`config.mk`:
```
export PLATFORM = sky130hd
export DESIGN_NAME = butterfly_lsu
export DESIGN_NICKNAME = d
export VERILOG_FILES = /design/src/rtl/butterfly_lsu.sv
export SDC_FILE = /design/constraint.sdc
export NUM_CORES = 1
export LEC_CHECK = 0
export CAP_MARGIN = 5
export CORE_MARGIN = 3
export CORE_UTILIZATION = 45
export CTS_CLUSTER_DIAMETER = 200
export CTS_CLUSTER_SIZE = 12
export DETAILED_ROUTE_END_ITERATION = 16
export PLACE_DENSITY = 0.9
export REMOVE_ABC_BUFFERS = 1
export SKIP_LAST_GASP = 1
export SYNTH_ARGS = -nofsm -noshare
export SYNTH_HDL_FRONTEND = slang
export SYNTH_SLANG_ARGS = --single-unit
```
`constraint.sdc`:
```
create_clock -name clk_i -period 1.9 [get_ports clk_i]
set_clock_uncertainty 0.05 [all_clocks]
set_input_delay 0.19 -clock clk_i [delete_from_list [all_inputs] [get_ports clk_i]]
set_output_delay 0.19 -clock clk_i [all_outputs]
set_load 0.03 [all_outputs]
```
`src/rtl/butterfly_lsu.sv`:
```
// butterfly_lsu: MEM-stage load/store unit for the ButterFly RV32IM pipeline.
//
// Takes one request from the EX/MEM register and runs it on the data-memory
// valid/ready interface. It stalls the pipeline until the handshake completes.
// A load that completes returns sign- or zero-extended data through a
// registered MEM/WB output.
//
// Ports:
//   clk_i, rst_n_i            clock, asynchronous active-low reset
//   req_valid_i, req_we_i     request present, 1 = store / 0 = load
//   req_addr_i, req_wdata_i   byte address, rs2 store data
//   req_funct3_i, req_rd_i    width/sign code, load destination register
//   stall_o                   hold IF/ID/EX and EX/MEM this cycle
//   dmem_*                    data-memory request (word address, lane strobes)
//   wb_valid_o/rd_o/data_o    one-cycle load writeback pulse
//   err_o, err_addr_o         one-cycle fault pulse (misaligned, illegal, timeout)
//
// Optional build macro: BUTTERFLY_LSU_TIMEOUT_EN. When it is defined, a BUSY
// request is abandoned after TIMEOUT_CYCLES cycles without dmem_ready_i.
module butterfly_lsu #(
  parameter int unsigned TIMEOUT_CYCLES = 255
) (
  input  logic        clk_i,
  input  logic        rst_n_i,
  input  logic        req_valid_i,
  input  logic        req_we_i,
  input  logic [31:0] req_addr_i,
  input  logic [31:0] req_wdata_i,
  input  logic [2:0]  req_funct3_i,
  input  logic [4:0]  req_rd_i,
  output logic        stall_o,
  output logic        dmem_valid_o,
  output logic        dmem_we_o,
  output logic [31:0] dmem_addr_o,
  output logic [31:0] dmem_wdata_o,
  output logic [3:0]  dmem_wstrb_o,
  input  logic [31:0] dmem_rdata_i,
  input  logic        dmem_ready_i,
  output logic        wb_valid_o,
  output logic [4:0]  wb_rd_o,
  output logic [31:0] wb_data_o,
  output logic        err_o,
  output logic [31:0] err_addr_o
);

  localparam logic [0:0] StIdle = 1'b0;
  localparam logic [0:0] StBusy = 1'b1;

  // A zero timeout would abandon every request before it could complete.
  if (TIMEOUT_CYCLES == 0) begin : g_bad_timeout
    $error("butterfly_lsu: TIMEOUT_CYCLES must be non-zero");
  end

  logic [0:0]  state_q, state_d;
  logic [31:0] addr_q;
  logic [31:0] wdata_q;
  logic [2:0]  funct3_q;
  logic [4:0]  rd_q;
  logic        we_q;

  logic        wb_valid_q;
  logic [4:0]  wb_rd_q;
  logic [31:0] wb_data_q;
  logic        err_q;
  logic [31:0] err_addr_q;

  logic        busy;
  logic        done;
  logic        timeout_hit;
  logic        req_bad;
  logic        f3_illegal;
  logic        misaligned;
  logic [31:0] load_shift;
  logic [31:0] load_data;
  logic [3:0]  st_strb;
  logic [31:0] st_data;

  assign busy = (state_q == StBusy);
  assign done = busy && dmem_ready_i;

  // Legality of the incoming request. Byte accesses can never be misaligned.
  always_comb begin
    f3_illegal = 1'b0;
    unique case (req_funct3_i)
      3'b000, 3'b001, 3'b010: f3_illegal = 1'b0;
      3'b100, 3'b101:         f3_illegal = req_we_i;  // no unsigned stores
      default:                f3_illegal = 1'b1;
    endcase
    misaligned = 1'b0;
    if (req_funct3_i[1:0] == 2'b01) misaligned = req_addr_i[0];
    if (req_funct3_i[1:0] == 2'b10) misaligned = (req_addr_i[1:0] != 2'b00);
    req_bad = f3_illegal || misaligned;
  end

`ifdef BUTTERFLY_LSU_TIMEOUT_EN
  localparam int unsigned CntW = (TIMEOUT_CYCLES > 255) ? $clog2(TIMEOUT_CYCLES + 1) : 8;
  logic [CntW-1:0] cnt_q;

  // The last cycle counted without ready is the one that abandons the request.
  assign timeout_hit = busy && !dmem_ready_i && (cnt_q == CntW'(TIMEOUT_CYCLES - 1));

  always_ff @(posedge clk_i or negedge rst_n_i) begin
    if (!rst_n_i) begin
      cnt_q <= '0;
    end else if (!busy) begin
      cnt_q <= '0;
    end else if (!dmem_ready_i) begin
      cnt_q <= cnt_q + 1'b1;
    end
  end
`else
  assign timeout_hit = 1'b0;
`endif

  always_comb begin
    state_d = state_q;
    if (!busy) begin
      if (req_valid_i && !req_bad) state_d = StBusy;
    end else if (done || timeout_hit) begin
      state_d = StIdle;
    end
  end

  // Upstream is released in the cycle ready arrives, so it advances on the same edge.
  assign stall_o = busy ? (!dmem_ready_i && !timeout_hit) : (req_valid_i && !req_bad);

  // Store lane placement: the datum is replicated across the word and the strobes pick lanes.
  always_comb begin
    unique case (funct3_q[1:0])
      2'b00: begin
        st_strb = 4'b0001 << addr_q[1:0];
        st_data = {4{wdata_q[7:0]}};
      end
      2'b01: begin
        st_strb = addr_q[1] ? 4'b1100 : 4'b0011;
        st_data = {2{wdata_q[15:0]}};
      end
      default: begin
        st_strb = 4'b1111;
        st_data = wdata_q;
      end
    endcase
  end

  // Load lane select and extension; funct3[2] selects zero-extension.
  assign load_shift = dmem_rdata_i >> {addr_q[1:0], 3'b000};

  always_comb begin
    unique case (funct3_q)
      3'b000:  load_data = {{24{load_shift[7]}}, load_shift[7:0]};
      3'b100:  load_data = {24'h0, load_shift[7:0]};
      3'b001:  load_data = {{16{load_shift[15]}}, load_shift[15:0]};
      3'b101:  load_data = {16'h0, load_shift[15:0]};
      default: load_data = dmem_rdata_i;
    endcase
  end

  assign dmem_valid_o = busy && !timeout_hit;
  assign dmem_we_o    = busy && we_q;
  assign dmem_addr_o  = busy ? {addr_q[31:2], 2'b00} : 32'h0;
  assign dmem_wstrb_o = (busy && we_q) ? st_strb : 4'b0000;
  assign dmem_wdata_o = (busy && we_q) ? st_data : 32'h0;

  always_ff @(posedge clk_i or negedge rst_n_i) begin
    if (!rst_n_i) begin
      state_q    <= StIdle;
      addr_q     <= 32'h0;
      wdata_q    <= 32'h0;
      funct3_q   <= 3'b000;
      rd_q       <= 5'd0;
      we_q       <= 1'b0;
      wb_valid_q <= 1'b0;
      wb_rd_q    <= 5'd0;
      wb_data_q  <= 32'h0;
      err_q      <= 1'b0;
      err_addr_q <= 32'h0;
    end else begin
      state_q    <= state_d;
      wb_valid_q <= 1'b0;
      err_q      <= 1'b0;
      if (!busy && req_valid_i) begin
        if (req_bad) begin
          err_q      <= 1'b1;
          err_addr_q <= req_addr_i;
        end else begin
          addr_q   <= req_addr_i;
          wdata_q  <= req_wdata_i;
          funct3_q <= req_funct3_i;
          rd_q     <= req_rd_i;
          we_q     <= req_we_i;
        end
      end
      // x0 loads still complete the handshake but produce no writeback.
      if (done && !we_q && (rd_q != 5'd0)) begin
        wb_valid_q <= 1'b1;
        wb_rd_q    <= rd_q;
        wb_data_q  <= load_data;
      end
      if (timeout_hit) begin
        err_q      <= 1'b1;
        err_addr_q <= addr_q;
      end
    end
  end

  assign wb_valid_o = wb_valid_q;
  assign wb_rd_o    = wb_rd_q;
  assign wb_data_o  = wb_data_q;
  assign err_o      = err_q;
  assign err_addr_o = err_addr_q;

endmodule
```
==> run summary, run 1 <==
Die ar. - 16580 µm²
Clk_lat worst skew - 0.41 ns
Post-synth EDFFs - 0
Synth Area in Compound Gates - 0.09282
RSZ-0062 raised after global routing - true
Fmax achieved - 515.4 MHz
Worst r2r src - rd_q[0]
Post-Synth XOR/XNOR Area - 0
Cell Area, Synth - 6780 µm²
Mux contribution to synthesized area - 0.2275
Post-Route WL - 20.23 mm
Hold Vio Cnt, Final - 0
Synth top cells by count - 145 x dfrtp_1, 63 x mux2_1, 58 x nand2_1
Share of layout cells above drive strength 1 - 0.2400
Post-Layout Cell Count - 1038
Overflow after GRT - 0
WL per Instance - 19.49 µm
Synth top area cells - dfrtp_1 54%, mux2_1 10%, mux2_2 8.3%, mux2i_1 4.0%, nand2_1 3.2%
HP Start - req_funct3_i[0]
Root buffer cell - clkbuf_16
TritonCTS clock tree - done
Final setup vio count - 5
P per Cell Area - 1386 nW/µm²
Synthesis-stage register bit count - 145
Leak Pwr - 0.004539 µW
Worst setup path start - funct3_q[0]
Cts bufs inserted - 17
Max Slew Vio Count - 0
Max cap viols - 0
DRT antenna net count - 0
Dpl cells - 1002
Peak supply drop - 0.0008856 V
Initial antenna violation count - 0
Gate Count Post-Synth - 582
Fin crit period - 1.940 ns
Status - finished, violations left
Core Box Area - 14640 µm²
P&R area growth vs syn - 51.08%
CP Max Fanout - 7
Area share of the largest cell type after synthesis - 0.5352
Area share of fa/ha/maj cells after synthesis - 0
First-pass GRT wire length - 31.51 mm
FFs w/ async S/R, synth - 1.000
Rows - 44
Drt pass-1 iters - 4
Io pins - 251
Type of the worst min-delay path - in2reg
Combinational family with the most area after synthesis - multiplexers
Die width - 128.8 µm
# diodes - 0
Sequential share of the synthesized area - 0.5352
Via count - 5582
Avg Vias per Cell - 5.378
Worst EP arrival - 1.70 ns
Yosys warns - 0
Crit. End Element - output pin
Required @ worst endpoint - 1.66 ns
DRC - 0
Power Total - 14200 µW
CTS clock-pin slew for the worst setup and hold paths - 0.06 ns
Most common cell in the netlist - dfrtp_1
Synth Area in Simple Gates - 0.1076
Syn_area_per_cell - 11.65 µm²
Post-synth top area cell - dfrtp_1
GR Util All Layers - 0.2446
Vias in the first global route - 5854
Max clock buf depth - 2
Setup ws final - -0.04026 ns
H-tree depth - 4
Final period util - 1.021
IO buf count - 248
Ys flop type - dfrtp_1
Final #Nets - 950
Dpl ws - -0.2536 ns
Setup CP Type - reg2out
Failing checks - setup timing
Unique masters post-synth - 41
Starting Density - 0.4630
Die height - 128.8 µm
DRT iter0 DRCs - 327
DP HPWL - 14.19 mm
Clock Sinks - 145
Largest net degree at the start of global routing - 49
RD Place Congestion - 0.8242
Critical path startpoint category - register
worst paths after layout:
| path | end | slack (ns) | cells past startpoint |
|---|---|---|---|
| min reg2reg | wb_rd_o[1] | 0.43 | 2 |
| min | funct3_q[0] | 0.15 | 2 |
| max | dmem_wdata_o[31] | -0.04 | 6 |
| min in group asynchronous | wb_data_o[26] | 0.24 | 2 |
| max reg2reg | wb_data_o[10] | 0.04 | 5 |
| max in group asynchronous | wdata_q[21] | 0.90 | 3 |
what timing repair did:
| action | in CTS | in global routing |
|---|---|---|
| gates resized for setup | 19 | 7 |
| setup buffers | 4 | 1 |
| hold buffers | 1 | 0 |
| endpoints found under the setup margin | 50 | 55 |
| hold endpoints to repair | 43 | 0 |
| pin swaps | 2 | 5 |
layout make-up:
type	instances	area (µm²)
fill	989	4400
sequential	145	3635
multi-input combinational	387	2960
timing repair buffer	284	2731
clock buffer	19	452.9
tap	184	230.2
clock inverter	13	206.4
inverter	6	27.53
per-stage QoR:
stage | instance area [µm²] | TNS (ns) | hold slack (ns) | util
CTS | 10210 | -0.3436 | 0.1267 | 0.6974
floorplan | 6563 | -197.56 | -0.1556 | -
finish | 10240 | -0.1002 | 0.1453 | 0.6995
global route | 10240 | -1.514 | 0.1476 | 0.6995
detailed placement | 9477 | -21.66 | 0.1060 | 0.6471
global placement | 9477 | -18.02 | 0.1030 | 0.6471
placed cells by master, fill, tap and decap left out, types with 2 or more instances in the layout:
cell,n
clkinvlp_4,2
and3_1,8
a21oi_2,3
a31oi_1,17
buf_8,2
clkinv_2,3
dfrtp_2,5
dfrtp_1,140
a22o_1,9
o21ai_0,8
a32o_1,7
mux2_2,50
inv_1,5
a21oi_1,17
nor2b_1,4
nor2_1,43
inv_6,3
nand2b_1,8
clkdlybuf4s50_1,176
mux2i_1,27
conb_1,2
mux2_1,63
clkbuf_8,2
nand2_1,57
buf_6,7
bufinv_16,5
a22oi_1,8
buf_12,9
buf_4,87
o211ai_1,8
clkbuf_16,17
and2_1,30
dlygate4sd2_1,2
kinds of logic after synthesis:
group                  count (synthesis)
DFF                                  145
buffers and inverters                 51
and+or+nand+nor                      156
AOI/OAI and AO/OA                     89
other                                  1
muxes                                140
registers in the layout (all words and copies together) (netlist names):
signal        count
dmem_valid_o      1
wb_data_o        32
err_o             1
wdata_q          32
err_addr_o       32
we_q              1
funct3_q          3
wb_rd_o           5
wb_valid_o        1
addr_q           32
rd_q              5
critical path: stages (launching register included):
cell	delay, ns
dfrtp_2	0.48
buf_8	0.17
mux2i_1	0.22
nor2_1	0.07
a21oi_1	0.12
nor2_1	0.06
buf_4	0.16
routing by layer:
layer	track usage	vias to the layer above	share of wire
met5	0	-	0
met4	0.07350	0	0.016
met3	0.08800	28	0.088
met2	0.4134	233	0.50
met1	0.2942	2758	0.40
li1	-	2563	-
power breakdown:
group	total, µW	switching, µW	internal, µW
registers	4740	655	4080
logic	5730	3140	2590
clock network	3730	1330	2400
Power figures use the tool's default switching activity.
==> run 2, diff against run 1 <==
==> constraint.sdc (replaced) <==
create_clock -name clk_i -period 1.9 [get_ports clk_i]
set_clock_uncertainty 0.05 [all_clocks]
set_input_delay 0.38 -clock clk_i [delete_from_list [all_inputs] [get_ports clk_i]]
set_output_delay 0.38 -clock clk_i [all_outputs]
set_load 0.03 [all_outputs]
==> run summary, run 2 (synthesis results as in run 1) <==
Final #Nets - 983
Setup CP Type - reg2out
Drt pass-1 iters - 4
Worst path bufs/invs - 3
Required @ worst endpoint - 1.47 ns
DRC - 0
Leak Pwr - 0.005129 µW
Slowest-stage cell, CP - dfrtp_2
Type of the worst min-delay path - in2reg
Hold Vio Cnt, Final - 0
# diodes - 0
Share of layout cells above drive strength 1 - 0.2886
P per Cell Area - 1315 nW/µm²
Die ar. - 16580 µm²
Initial antenna violation count - 0
Status - finished, violations left
Hold slack - 0.2221 ns
Core Box Area - 14640 µm²
Clk_lat worst skew - 0.42 ns
Post-Route WL - 21.98 mm
DRT antenna net count - 0
CP Max Fanout - 10
Hold path depth - 2
Critical path depth - 5
Die width - 128.8 µm
RSZ-0062 raised after global routing - true
Worst-path cell chain - buf_4, bufbuf_16, a21oi_1, nor2_1, buf_4
Vias in the first global route - 5994
Failing checks - setup timing
Critical path's top delay family - buffers and inverters
Rows - 44
Max incr delay on CP - 0.47 ns
Avg Vias per Cell - 5.401
Most frequent cells in the layout - 140 x dfrtp_1, 107 x clkdlybuf4s50_1, 101 x buf_4, 63 x mux2_1, 53 x nand2_1
Overflow after GRT - 0
Final setup vio count - 64
DRT iter0 DRCs - 367
Final period util - 1.109
Die height - 128.8 µm
DP HPWL - 14.79 mm
CTS clock-pin slew for the worst setup and hold paths - 0.06 ns
H-tree depth - 4
Peak supply drop - 0.0008584 V
Dpl ws - -0.5725 ns
First-pass GRT wire length - 32.06 mm
RD Place Congestion - 0.8129
Root buffer cell - clkbuf_16
Max cap viols - 0
Most common cell after layout, fill and taps aside - dfrtp_1
Max clock buf depth - 2
TritonCTS clock tree - done
Setup ws final - -0.2062 ns
Max Slew Vio Count - 0
Largest net degree at the start of global routing - 47
CP dominant cell by count - buf_4
GR Util All Layers - 0.2511
Worst EP arrival - 1.68 ns
Io pins - 251
Register-to-Register Path Depth - 6
Starting Density - 0.4630
Critical path startpoint category - register
WL per Instance - 20.52 µm
Post-route cell area - 10760 µm²
Cts bufs inserted - 17
IO buf count - 248
Crit. End Element - output pin
Clock Sinks - 145
Post-Place Cell Area - 9639 µm²
Fin crit period - 2.106 ns
P&R area growth vs syn - 58.70%
Fmax achieved - 474.8 MHz
Via count - 5785
-- run 2: report_power, final --
group | internal, µW | switching (µW) | leakage [µW] | total, µW
registers | 4080 | 665 | 0.00172 | 4750
clock network | 2080 | 1370 | 0.000271 | 3440
logic | 2680 | 3280 | 0.00314 | 5960
-- run 2: layout make-up --
cell class                 count  area (µm²)
clock buffer                  21       440.4
fill                         920        3884
timing repair buffer         317        3208
inverter                       6       27.53
clock inverter                11       153.9
tap                          184       230.2
sequential                   145        3635
multi-input combinational    387        3065
-- run 2: path summary, 6_finish.rpt --
path                                 start                to  slack (ns)
setup / recovery               funct3_q[1]  dmem_wdata_o[24]       -0.21
hold / removal             req_funct3_i[0]       funct3_q[0]        0.22
setup reg to reg                   rd_q[0]     wb_data_o[29]       -0.02
hold reg to reg                 wb_rd_o[1]        wb_rd_o[1]        0.42
max in group asynchronous          rst_n_i         addr_q[5]        0.76
min in group asynchronous          rst_n_i       wdata_q[21]        0.38
-- run 2: through the flow --
step / total power [µW] / instances / util / setup TNS (ns)
global placement: 10330 / 1017 / 0.6582 / -48.35
detailed placement: 10510 / 1017 / 0.6582 / -53.04
floorplan: 7841 / 538 / - / -203.26
finish: 14150 / 1071 / 0.7348 / -4.293
global route: 14810 / 1071 / 0.7348 / -9.850
CTS: 14000 / 1057 / 0.7104 / -4.576
-- run 2: metal layers --
layer  wire length [µm]  GRT usage
met3               1981     0.1067
met4                519    0.08091
met1               8295     0.2873
met2              11180     0.4262
met5                  0          0
-- run 2: timing repair --
item                                    4_1_cts  5_1_grt
hold buffers                                  1        0
hold endpoints to repair                     32        0
gates cloned                                  2        3
gates resized for setup                      66       72
setup buffers                                 6       11
pin swaps                                     6       11
endpoints found under the setup margin      175      119
==> run 3, diff against run 2 <==
--- a/config.mk
+++ b/config.mk
@@ -11,7 +11,8 @@
 export CTS_CLUSTER_DIAMETER = 200
 export CTS_CLUSTER_SIZE = 12
 export DETAILED_ROUTE_END_ITERATION = 16
-export PLACE_DENSITY = 0.9
+export GPL_TIMING_DRIVEN = 0
+export PLACE_DENSITY_LB_ADDON = 0.15
 export REMOVE_ABC_BUFFERS = 1
 export SKIP_LAST_GASP = 1
 export SYNTH_ARGS = -nofsm -noshare
==> run summary, run 3 (synthesis results as in run 1) <==
Status - finished, violations left
Failing checks - setup timing
H-tree depth - 4
DRT iter0 DRCs - 512
Die height - 128.8 µm
Overflow after GRT - 0
Largest net degree at the start of global routing - 90
Final setup vio count - 154
Cts bufs inserted - 17
CP endpoint - dmem_wdata_o[17]
Register-to-Register Path Depth - 7
Vias in the first global route - 6297
Share of layout cells above drive strength 1 - 0.3760
Hold slack - 0.2254 ns
Hold Vio Cnt, Final - 0
Clock Sinks - 145
Clk_lat worst skew - 0.43 ns
Avg Vias per Cell - 5.703
Peak supply drop - 0.0008918 V
Worst setup path start - funct3_q[1]
Tightest Pin Transition - 0.5582 ns
Fmax achieved - 444.0 MHz
Post-route cell area - 11670 µm²
Max clock buf depth - 2
DRC - 0
Worst R2R Setup Slack - -0.13 ns
Setup ws final - -0.3520 ns
Type of the worst min-delay path - in2reg
P&R area growth vs syn - 72.10%
Worst r2r src - rd_q[0]
Initial antenna violation count - 1
Required @ worst endpoint - 1.47 ns
Critical path startpoint category - register
Slew headroom - 0.6279
Die width - 128.8 µm
Post-Route WL - 25.68 mm
Die ar. - 16580 µm²
DRT antenna net count - 0
Post-Place Cell Area - 9442 µm²
Starting Density - 0.4630
Drt pass-1 iters - 5
DP HPWL - 13.89 mm
Core Box Area - 14640 µm²
Io pins - 251
Setup CP Type - reg2out
RD Place Congestion - 0.7534
RSZ-0062 raised after global routing - true
Final #Nets - 1004
First-pass GRT wire length - 35.05 mm
WL per Instance - 23.52 µm
Most common cell after layout, fill and taps aside - dfrtp_1
Power Total - 15000 µW
Leak Pwr - 0.005418 µW
Root buffer cell - clkbuf_16
Reg-to-Reg End - wb_data_o[28]
Fin crit period - 2.252 ns
P per Cell Area - 1285 nW/µm²
TritonCTS clock tree - done
Worst EP arrival - 1.82 ns
Final period util - 1.185
Max cap viols - 0
Crit. End Element - output pin
Sum Neg Setup Slack - -19.06 ns
Final core occ - 0.7968
GR Util All Layers - 0.2775
CP Max Fanout - 14
Most frequent cells in the layout - 139 x dfrtp_1, 114 x clkdlybuf4s50_1, 63 x buf_6, 55 x mux2_1, 54 x nand2_1
CTS clock-pin slew for the worst setup and hold paths - 0.06 ns
Via count - 6228
Max Slew Vio Count - 0
IO buf count - 248
Rows - 44
[run 3: changes by cell type in the layout (fill, tap and decap cells not counted), moves of 8 or more]
cell | previous run | this run
buf_4 | 101 | 46
buf_6 | 16 | 63
and2_1 | 28 | 0
and2_4 | 2 | 30
nor2_1 | 42 | 30
nor2_4 | 1 | 10
buf_16 | 0 | 8
mux2_1 | 63 | 55
mux2_4 | 0 | 8
[run 3: per-stage QoR]
stage,setup WS [ns],std cells
after floorplan,-2.417,538
final,-0.3520,1092
after detailed placement,-1.615,976
after global routing,-0.4150,1092
after CTS,-0.3543,1056
after global placement,-5.325,970
[run 3: final cells by class]
class / count / area, µm²
Timing Repair Buffer: 328 / 3680
Sequential cell: 145 / 3649
Multi-Input combinational cell: 392 / 3385
Fill cell: 877 / 2975
Clock buffer: 19 / 452.9
Tap cell: 184 / 230.2
Clock inverter: 12 / 135.1
Timing Repair inverter: 5 / 75.07
Inverter: 6 / 60.06
Antenna cell: 1 / 2.502
[run 3: routing by layer]
layer / vias up / global-route usage / routed length (µm)
li1: 2694 / - / -
met1: 3155 / 0.3449 / 10010
met2: 317 / 0.4491 / 12850
met3: 62 / 0.08302 / 2026
met4: 0 / 0.1235 / 797
met5: - / 0 / 0
[run 3: timing repair]
action | in CTS | in global routing
setup buffers | 37 | 27
gates cloned | 11 | 12
setup endpoints to repair | 226 | 217
resized for setup | 565 | 126
hold buffers | 1 | 0
pin swaps | 20 | 29
endpoints found under the hold margin | 56 | 0
[run 3: how the worst min path moves through the flow]
stage / from / to / slack [ns] / cells after the start
after floorplan: rst_n_i / addr_q[0] / 0.03 / 0
after global placement: wb_data_o[0] / wb_data_o[0] / 0.42 / 2
after detailed placement: rst_n_i / wb_data_o[19] / 0.33 / 1
after CTS: req_funct3_i[1] / funct3_q[1] / 0.27 / 2
after global routing: req_addr_i[0] / addr_q[0] / 0.23 / 2
final: req_addr_i[0] / addr_q[0] / 0.23 / 2
[run 3: power by group]
group          leakage (µW)  switching [µW]  internal (µW)
Clock              0.000277            1370           2000
Sequential          0.00171             799           4100
Combinational       0.00343            3610           3120
Total               0.00542            5780           9220
[run 3: critical path, cell delays in order (launching register included)]
cell	delay [ns]
dfrtp_4	0.51
buf_4	0.26
mux2i_1	0.25
nor2_1	0.07
clkdlybuf4s15_2	0.29
